--- src/rtl/pc_pkg.sv ---
// Shared types and constants for the PC fetch sequencer.
package pc_pkg;

   localparam int unsigned PC_W        = 32;
   localparam int unsigned INSTR_BYTES = 4;

   localparam logic [PC_W-1:0] RESET_VECTOR_DEF = 32'h0000_0000;
   localparam logic [PC_W-1:0] ALIGN_MASK       = ~PC_W'(INSTR_BYTES - 1);

   typedef enum logic [1:0] {
      BOOT,
      FETCH,
      HOLD
   } fetch_state_t;

   typedef enum logic [2:0] {
      SEL_SEQ,
      SEL_PEND,
      SEL_BR,
      SEL_JMP,
      SEL_JR
   } next_sel_t;

endpackage

--- src/rtl/pc_next_sel.sv ---
// Combinational next-PC priority mux: jr > jump > branch > pending > pc_plus4.
// PC_MISALIGN_CHECK_EN: report misaligned redirect targets instead of masking them.
module pc_next_sel
   import pc_pkg::*;
(
   input  logic            jr,
   input  logic [PC_W-1:0] jr_target,
   input  logic            jump,
   input  logic [PC_W-1:0] jump_target,
   input  logic            branch_taken,
   input  logic [PC_W-1:0] branch_target,
   input  logic            pend_valid,
   input  logic [PC_W-1:0] pend_target,
   input  logic [PC_W-1:0] pc_plus4,
   output logic            redirect_now,
   output logic            misaligned,
   output logic [PC_W-1:0] redirect_target,
   output logic [PC_W-1:0] next_pc
);

   next_sel_t       sel;
   logic [PC_W-1:0] raw_target;

   always_comb begin
      sel = SEL_SEQ;
      if (jr)                sel = SEL_JR;
      else if (jump)         sel = SEL_JMP;
      else if (branch_taken) sel = SEL_BR;
      else if (pend_valid)   sel = SEL_PEND;
   end

   always_comb begin
      raw_target = '0;
      case (sel)
         SEL_JR:  raw_target = jr_target;
         SEL_JMP: raw_target = jump_target;
         SEL_BR:  raw_target = branch_target;
         default: raw_target = '0;
      endcase
   end

   assign redirect_now = jr | jump | branch_taken;

`ifdef PC_MISALIGN_CHECK_EN
   assign redirect_target = raw_target;
   assign misaligned      = redirect_now && ((raw_target & ~ALIGN_MASK) != '0);
`else
   // Low address bits are dropped so a sloppy target still lands on a word.
   assign redirect_target = raw_target & ALIGN_MASK;
   assign misaligned      = 1'b0;
`endif

   always_comb begin
      next_pc = pc_plus4;
      case (sel)
         SEL_JR, SEL_JMP, SEL_BR: next_pc = redirect_target;
         SEL_PEND:                next_pc = pend_target;
         default:                 next_pc = pc_plus4;
      endcase
   end

endmodule

--- src/rtl/pc_fetch_ctrl.sv ---
// PC register and instruction-fetch sequencer (BOOT/FETCH/HOLD) with redirect capture.
// PC_MISALIGN_CHECK_EN enables the sticky misaligned-target trap.
module pc_fetch_ctrl
   import pc_pkg::*;
#(
   parameter int unsigned       ADDR_W       = PC_W,
   parameter logic [ADDR_W-1:0] RESET_VECTOR = RESET_VECTOR_DEF
) (
   input  logic              clk,
   input  logic              rst,
   input  logic [ADDR_W-1:0] pc_plus4,
   input  logic              branch_taken,
   input  logic [ADDR_W-1:0] branch_target,
   input  logic              jump,
   input  logic [ADDR_W-1:0] jump_target,
   input  logic              jr,
   input  logic [ADDR_W-1:0] jr_target,
   input  logic              stall,
   input  logic              imem_ready,
   output logic [ADDR_W-1:0] pc_out,
   output logic              imem_req,
   output logic [ADDR_W-1:0] imem_addr,
   output logic              instr_valid,
   output logic              misalign_err
);

   fetch_state_t      state_q, state_d;
   logic [ADDR_W-1:0] pc_q, pc_d;
   logic              pend_valid_q, pend_valid_d;
   logic [ADDR_W-1:0] pend_target_q, pend_target_d;
   logic              redirect_now, misaligned, err;
   logic [ADDR_W-1:0] redirect_target, next_pc;

   pc_next_sel u_next_sel (
      .jr              (jr),
      .jr_target       (jr_target),
      .jump            (jump),
      .jump_target     (jump_target),
      .branch_taken    (branch_taken),
      .branch_target   (branch_target),
      .pend_valid      (pend_valid_q),
      .pend_target     (pend_target_q),
      .pc_plus4        (pc_plus4),
      .redirect_now    (redirect_now),
      .misaligned      (misaligned),
      .redirect_target (redirect_target),
      .next_pc         (next_pc)
   );

   always_ff @(posedge clk or posedge rst) begin
      if (rst) begin
         state_q       <= BOOT;
         pc_q          <= RESET_VECTOR;
         pend_valid_q  <= 1'b0;
         pend_target_q <= '0;
      end else begin
         state_q       <= state_d;
         pc_q          <= pc_d;
         pend_valid_q  <= pend_valid_d;
         pend_target_q <= pend_target_d;
      end
   end

`ifdef PC_MISALIGN_CHECK_EN
   logic err_q;

   always_ff @(posedge clk or posedge rst) begin
      if (rst)                                    err_q <= 1'b0;
      else if (state_q != BOOT && misaligned)     err_q <= 1'b1;
   end

   assign err = err_q;
`else
   assign err = 1'b0;
`endif

   always_comb begin
      state_d       = state_q;
      pc_d          = pc_q;
      pend_valid_d  = pend_valid_q;
      pend_target_d = pend_target_q;
      case (state_q)
         BOOT: state_d = FETCH;
         FETCH: begin
            if (misaligned) begin
               state_d = HOLD;
            end else if (imem_ready) begin
               pc_d         = next_pc;
               pend_valid_d = 1'b0;
               state_d      = stall ? HOLD : FETCH;
            end else begin
               if (redirect_now) begin
                  pend_target_d = redirect_target;
                  pend_valid_d  = 1'b1;
               end
               if (stall) state_d = HOLD;
            end
         end
         HOLD: begin
            // A trapped fetcher parks here until reset.
            if (err || misaligned) begin
               state_d = HOLD;
            end else if (!stall) begin
               state_d = FETCH;
               if (redirect_now || pend_valid_q) begin
                  pc_d         = next_pc;
                  pend_valid_d = 1'b0;
               end
            end else if (redirect_now) begin
               pend_target_d = redirect_target;
               pend_valid_d  = 1'b1;
            end
         end
         default: state_d = BOOT;
      endcase
   end

   assign pc_out       = pc_q;
   assign imem_addr    = pc_q;
   assign imem_req     = (state_q == FETCH);
   assign instr_valid  = (state_q == FETCH) & imem_ready & ~redirect_now & ~pend_valid_q & ~err;
   assign misalign_err = err;

endmodule

--- config.mk ---
export PLATFORM = sky130hd
export DESIGN_NAME = pc_fetch_ctrl
export DESIGN_NICKNAME = d
export VERILOG_FILES = /design/src/rtl/pc_pkg.sv /design/src/rtl/pc_next_sel.sv /design/src/rtl/pc_fetch_ctrl.sv
export SDC_FILE = /design/constraint.sdc
export NUM_CORES = 1
export LEC_CHECK = 0
export ABC_AREA = 1
export CAP_MARGIN = 40
export CORE_MARGIN = 2
export CORE_UTILIZATION = 43
export DETAILED_ROUTE_END_ITERATION = 10
export PLACE_DENSITY_LB_ADDON = 0.05
export SLEW_MARGIN = 20
export SYNTH_ARGS = -nofsm -noshare
export SYNTH_HDL_FRONTEND = slang
export SYNTH_SLANG_ARGS = --single-unit
export TNS_END_PERCENT = 5
--- constraint.sdc ---
create_clock -name clk -period 3.25 [get_ports clk]
set_input_delay 0.975 -clock clk [delete_from_list [all_inputs] [get_ports clk]]
set_output_delay 0.975 -clock clk [all_outputs]
set_load 0.02 [all_outputs]
==> impl.org <==
** Timing
- Setup repair after global routing left no endpoint under its margin.
- Dividing the final minimum period by the clock period gives 94.3%.
- Crit path time final :: 3.07 ns
- Fin Setup TNS :: 0 ns
- The worst pin sits at a relative slew slack of 58.0%.
- Clock skew on the completed layout was measured at 0.0116 ns.
- Setup violations remaining at the end of the flow were counted as 0.
- Hold violation count in the final report :: 0
- Slew at the pin closest to its max-slew limit :: 0.629 ns
- Pins Over Slew Limit :: 0
- Maximum operating frequency :: 326 MHz

** Layout
- Number of nets in the layout :: 952
- In the final layout, the multi-input gates occupy 1980 um2.
- Sequential cell area :: 1630 um2
- FILL cells :: 928
- 0 antenna diodes ended up in the layout.
- Non-filler cells, final :: 953
- The post-route netlist has 5.26% of its cells at a drive strength greater than 1.
- Compared with the post-synthesis result, the final layout area differs by 45.0%.

** Drt
- The detailed router finished its first iteration with 270 violations.
- Antenna viol nets, final :: 0
- The first detailed-routing pass took 5 iterations.
- The detailed router placed 4,588 vias in this run.
- Final wirelength :: 12.8 mm
- Mean routed wirelength per cell :: 13.5 um
- Using the TritonRoute via totals, the vias-per-cell ratio works out to 4.81.
- For this run, design rule violations remaining after detail routing come to 0.

** Setup path
- STA classifies the critical path startpoint as an input port.
- The largest individual stage delay along the critical path comes from the cell clkdlybuf4s50_1.
- Required time of the worst setup path :: 2.27 ns
- Walking the worst path, the cells encountered are clkdlybuf4s50_1 > nor2_4 > nand3_1 > nor2_1 > dlygate4sd2_1.
- The worst setup path is captured at a primary output.
- STA puts the critical path data arrival time at 2.09 ns.
- Reg2Reg Launch Point :: pend_valid_q
- On the worst path, the slowest cell contributes a delay of 0.46 ns.
- The worst register-to-register path has a setup slack of 1.41 ns.
- Number of cells on the worst reg-to-reg path :: 7
- Along the worst path, the maximum fanout reaches 2.
- Reg-to-reg endpoint :: imem_addr[19]
- The worst setup path is of the input port to primary output kind.

** Die
- The floorplan step defined a core boundary enclosing 10,200 um2.
- Chip Width :: 106 um
- Starting density of the core :: 43.7%
- Cell row count :: 37
- Area enclosed by the die boundary :: 11,200 um2
- The floorplan step set the die height to 106 um.
- I/O pins :: 202

** Hold path
- Class of the tightest hold or removal check :: register to register
- The worst hold path terminates at pend_target_q[19].
- The startpoint identified for the worst hold timing path is pend_target_q[19].
- The worst hold path passes through 2 cells.

** Logic synthesis
- The cell area that synthesis handed to floorplanning was 4480 um2.
- In the synthesized netlist the dominant register cell turns out to be dfrtp_1.
- The Yosys step of the flow raised 0 warnings.
- After synthesis, the netlist uses 26 different library cells.
- A synthesized cell averages 6.73 um2.
- Number of synthesized flops with an enable pin :: 0
- Of all flip-flops after synthesis, the portion carrying an async set or reset was 100%.
- Sequential fraction of the synthesis area :: 36.3%
- Number of register bits inferred by synthesis :: 65
- Net Count, Synth :: 804
- Gate Count Post-Synth :: 665

** Clock network
- For this design, the CTS-stage hold fixing added 0 buffers.
- The number of gates resized after CTS was 1.
- Clock Root Buffer :: clkbuf_8
- Clock Sinks :: 65
- Clock-pin slew was measured on the worst setup and hold paths at 0.06 ns.
- Worst-Skew Late Latency :: 0.34 ns
- Counting the buffers created by CTS gives 9.
- CTS built an H-tree with a depth of 3.
- Maximum buffer depth of the clock tree :: 2
- CTS tree :: yes
- Setup Buffers After CTS :: 0

** Global routing
- Overflow after GRT :: 0
- Vias in the first global route :: 4,383
- Entering global routing, the biggest net connects 61 pins.
- Global Route Usage Sum :: 23.0%
- Wire length of the first global-routing pass :: 21.1 mm
- Antenna violations before repair :: 0

** Power and ir drop
- In this run the power density over the cells is 820 nW/um2.
- For this design the static power due to leakage is 3.36 nW.
- After layout, the design draws a total of 5.32 mW.
- VDD sags by at most 512 uV.

** Placed design
- Routability-driven placement finished with a final weighted congestion of 0.794.
- Total of buffers placed on input and output ports :: 194
- Detailed placement HPWL :: 8.90 mm
- Number of cells in the design after placement :: 938

** Outcome
- Status :: finished clean

** Job
- Across the run, the number of max-cap violations was 0.
## stage by stage
stage               hold WS, ns  cell area (um2)  util [%]  setup WS, ns
floorplan                 0.459             4480         -         0.511
global placement          0.472             6290      61.5        -0.104
detailed placement        0.480             6290      61.5        -0.102
CTS                       0.496             6490      63.4         0.160
global route              0.514             6490      63.4         0.128
finish                    0.492             6490      63.4         0.185
## registers in the layout, summed over array words and instances (netlist names)
| name | cells |
|---|---|
| imem_addr | 32 |
| pend_target_q | 30 |
| pend_valid_q | 1 |
| state_q | 2 |
## synth_stat cells, types with 2 or more instances
cell | count | area share [%]
nand3_1 | 33 | 3.7
a21boi_1 | 8 | 1.3
nor2_2 | 2 | 0.28
nand2_1 | 155 | 13
o21ai_0 | 13 | 1.5
o21ai_1 | 30 | 3.4
inv_1 | 100 | 8.4
nand4_1 | 54 | 7.5
nor2_1 | 93 | 7.8
buf_2 | 21 | 2.3
a21oi_1 | 23 | 2.6
buf_6 | 7 | 1.8
clkbuf_1 | 11 | 0.92
ha_1 | 4 | 1.1
buf_4 | 35 | 5.9
dfrtp_1 | 65 | 36
nand2_2 | 2 | 0.28
## placed cells by master, fill, tap and decap left out
cell type,count
clkbuf_8,11
nand2_1,155
inv_2,2
clkdlybuf4s50_1,193
a21oi_2,1
inv_1,99
nor2_2,1
a21oi_1,23
nand3_4,1
clkbuf_1,1
a21boi_1,8
bufinv_16,1
or2_2,1
buf_12,5
nand4_1,54
conb_1,1
inv_4,1
dlygate4sd2_1,1
o21ai_1,30
nand4_2,1
clkinv_2,2
nor2_8,1
nor2_4,1
buf_4,12
dfrtp_1,65
o21ai_0,13
ha_1,4
nand3_1,33
nand3b_1,1
nand2_2,2
nor2_1,93
## layer usage
layer | GRT usage (%) | vias to the layer above | wire [um]
li1 | - | 2350 | -
met1 | 29.1 | 2080 | 5500
met2 | 40.6 | 144 | 6340
met3 | 3.80 | 14 | 782
met4 | 6.58 | 0 | 199
met5 | 0 | - | 0
## worst max-delay path by stage
stage          slack, ns         start  depth (start not counted)           to
2_1_floorplan       0.51  branch_taken                          5  instr_valid
3_3_place_gp       -0.10  branch_taken                          5  instr_valid
3_5_place_dp       -0.10  branch_taken                          5  instr_valid
4_1_cts             0.16  branch_taken                          5  instr_valid
5_1_grt             0.13  branch_taken                          5  instr_valid
6_report            0.18  branch_taken                          5  instr_valid
## power breakdown
group	internal [mW]	total (mW)	switching [mW]
logic	1.39	3.16	1.76
registers	1.21	1.47	0.265
clock network	0.390	0.691	0.301
total	2.99	5.32	2.33
## worst max-delay path, delay by kind of cell
family        cells  cell delay, ns
simple gates      3            0.32
buf+inv           2            0.80
## layout make-up
cell class,instances,share of cell area [%]
Timing Repair Buffer,211,32.8
Inverter,102,5.94
Clock inverter,3,0.617
Multi-Input combinational cell,424,30.5
Sequential cell,65,25.1
Tap cell,136,2.62
Clock buffer,12,2.39
## cell families after synthesis
group	share of synthesized area [%]
other	0.0838
AOI/OAI and AO/OA	8.92
buffers and inverters	19.5
and+or+nand+nor	34.0
adders and majority gates	1.12
DFF	36.3
Note: power is estimated with default switching activity, not from simulation.
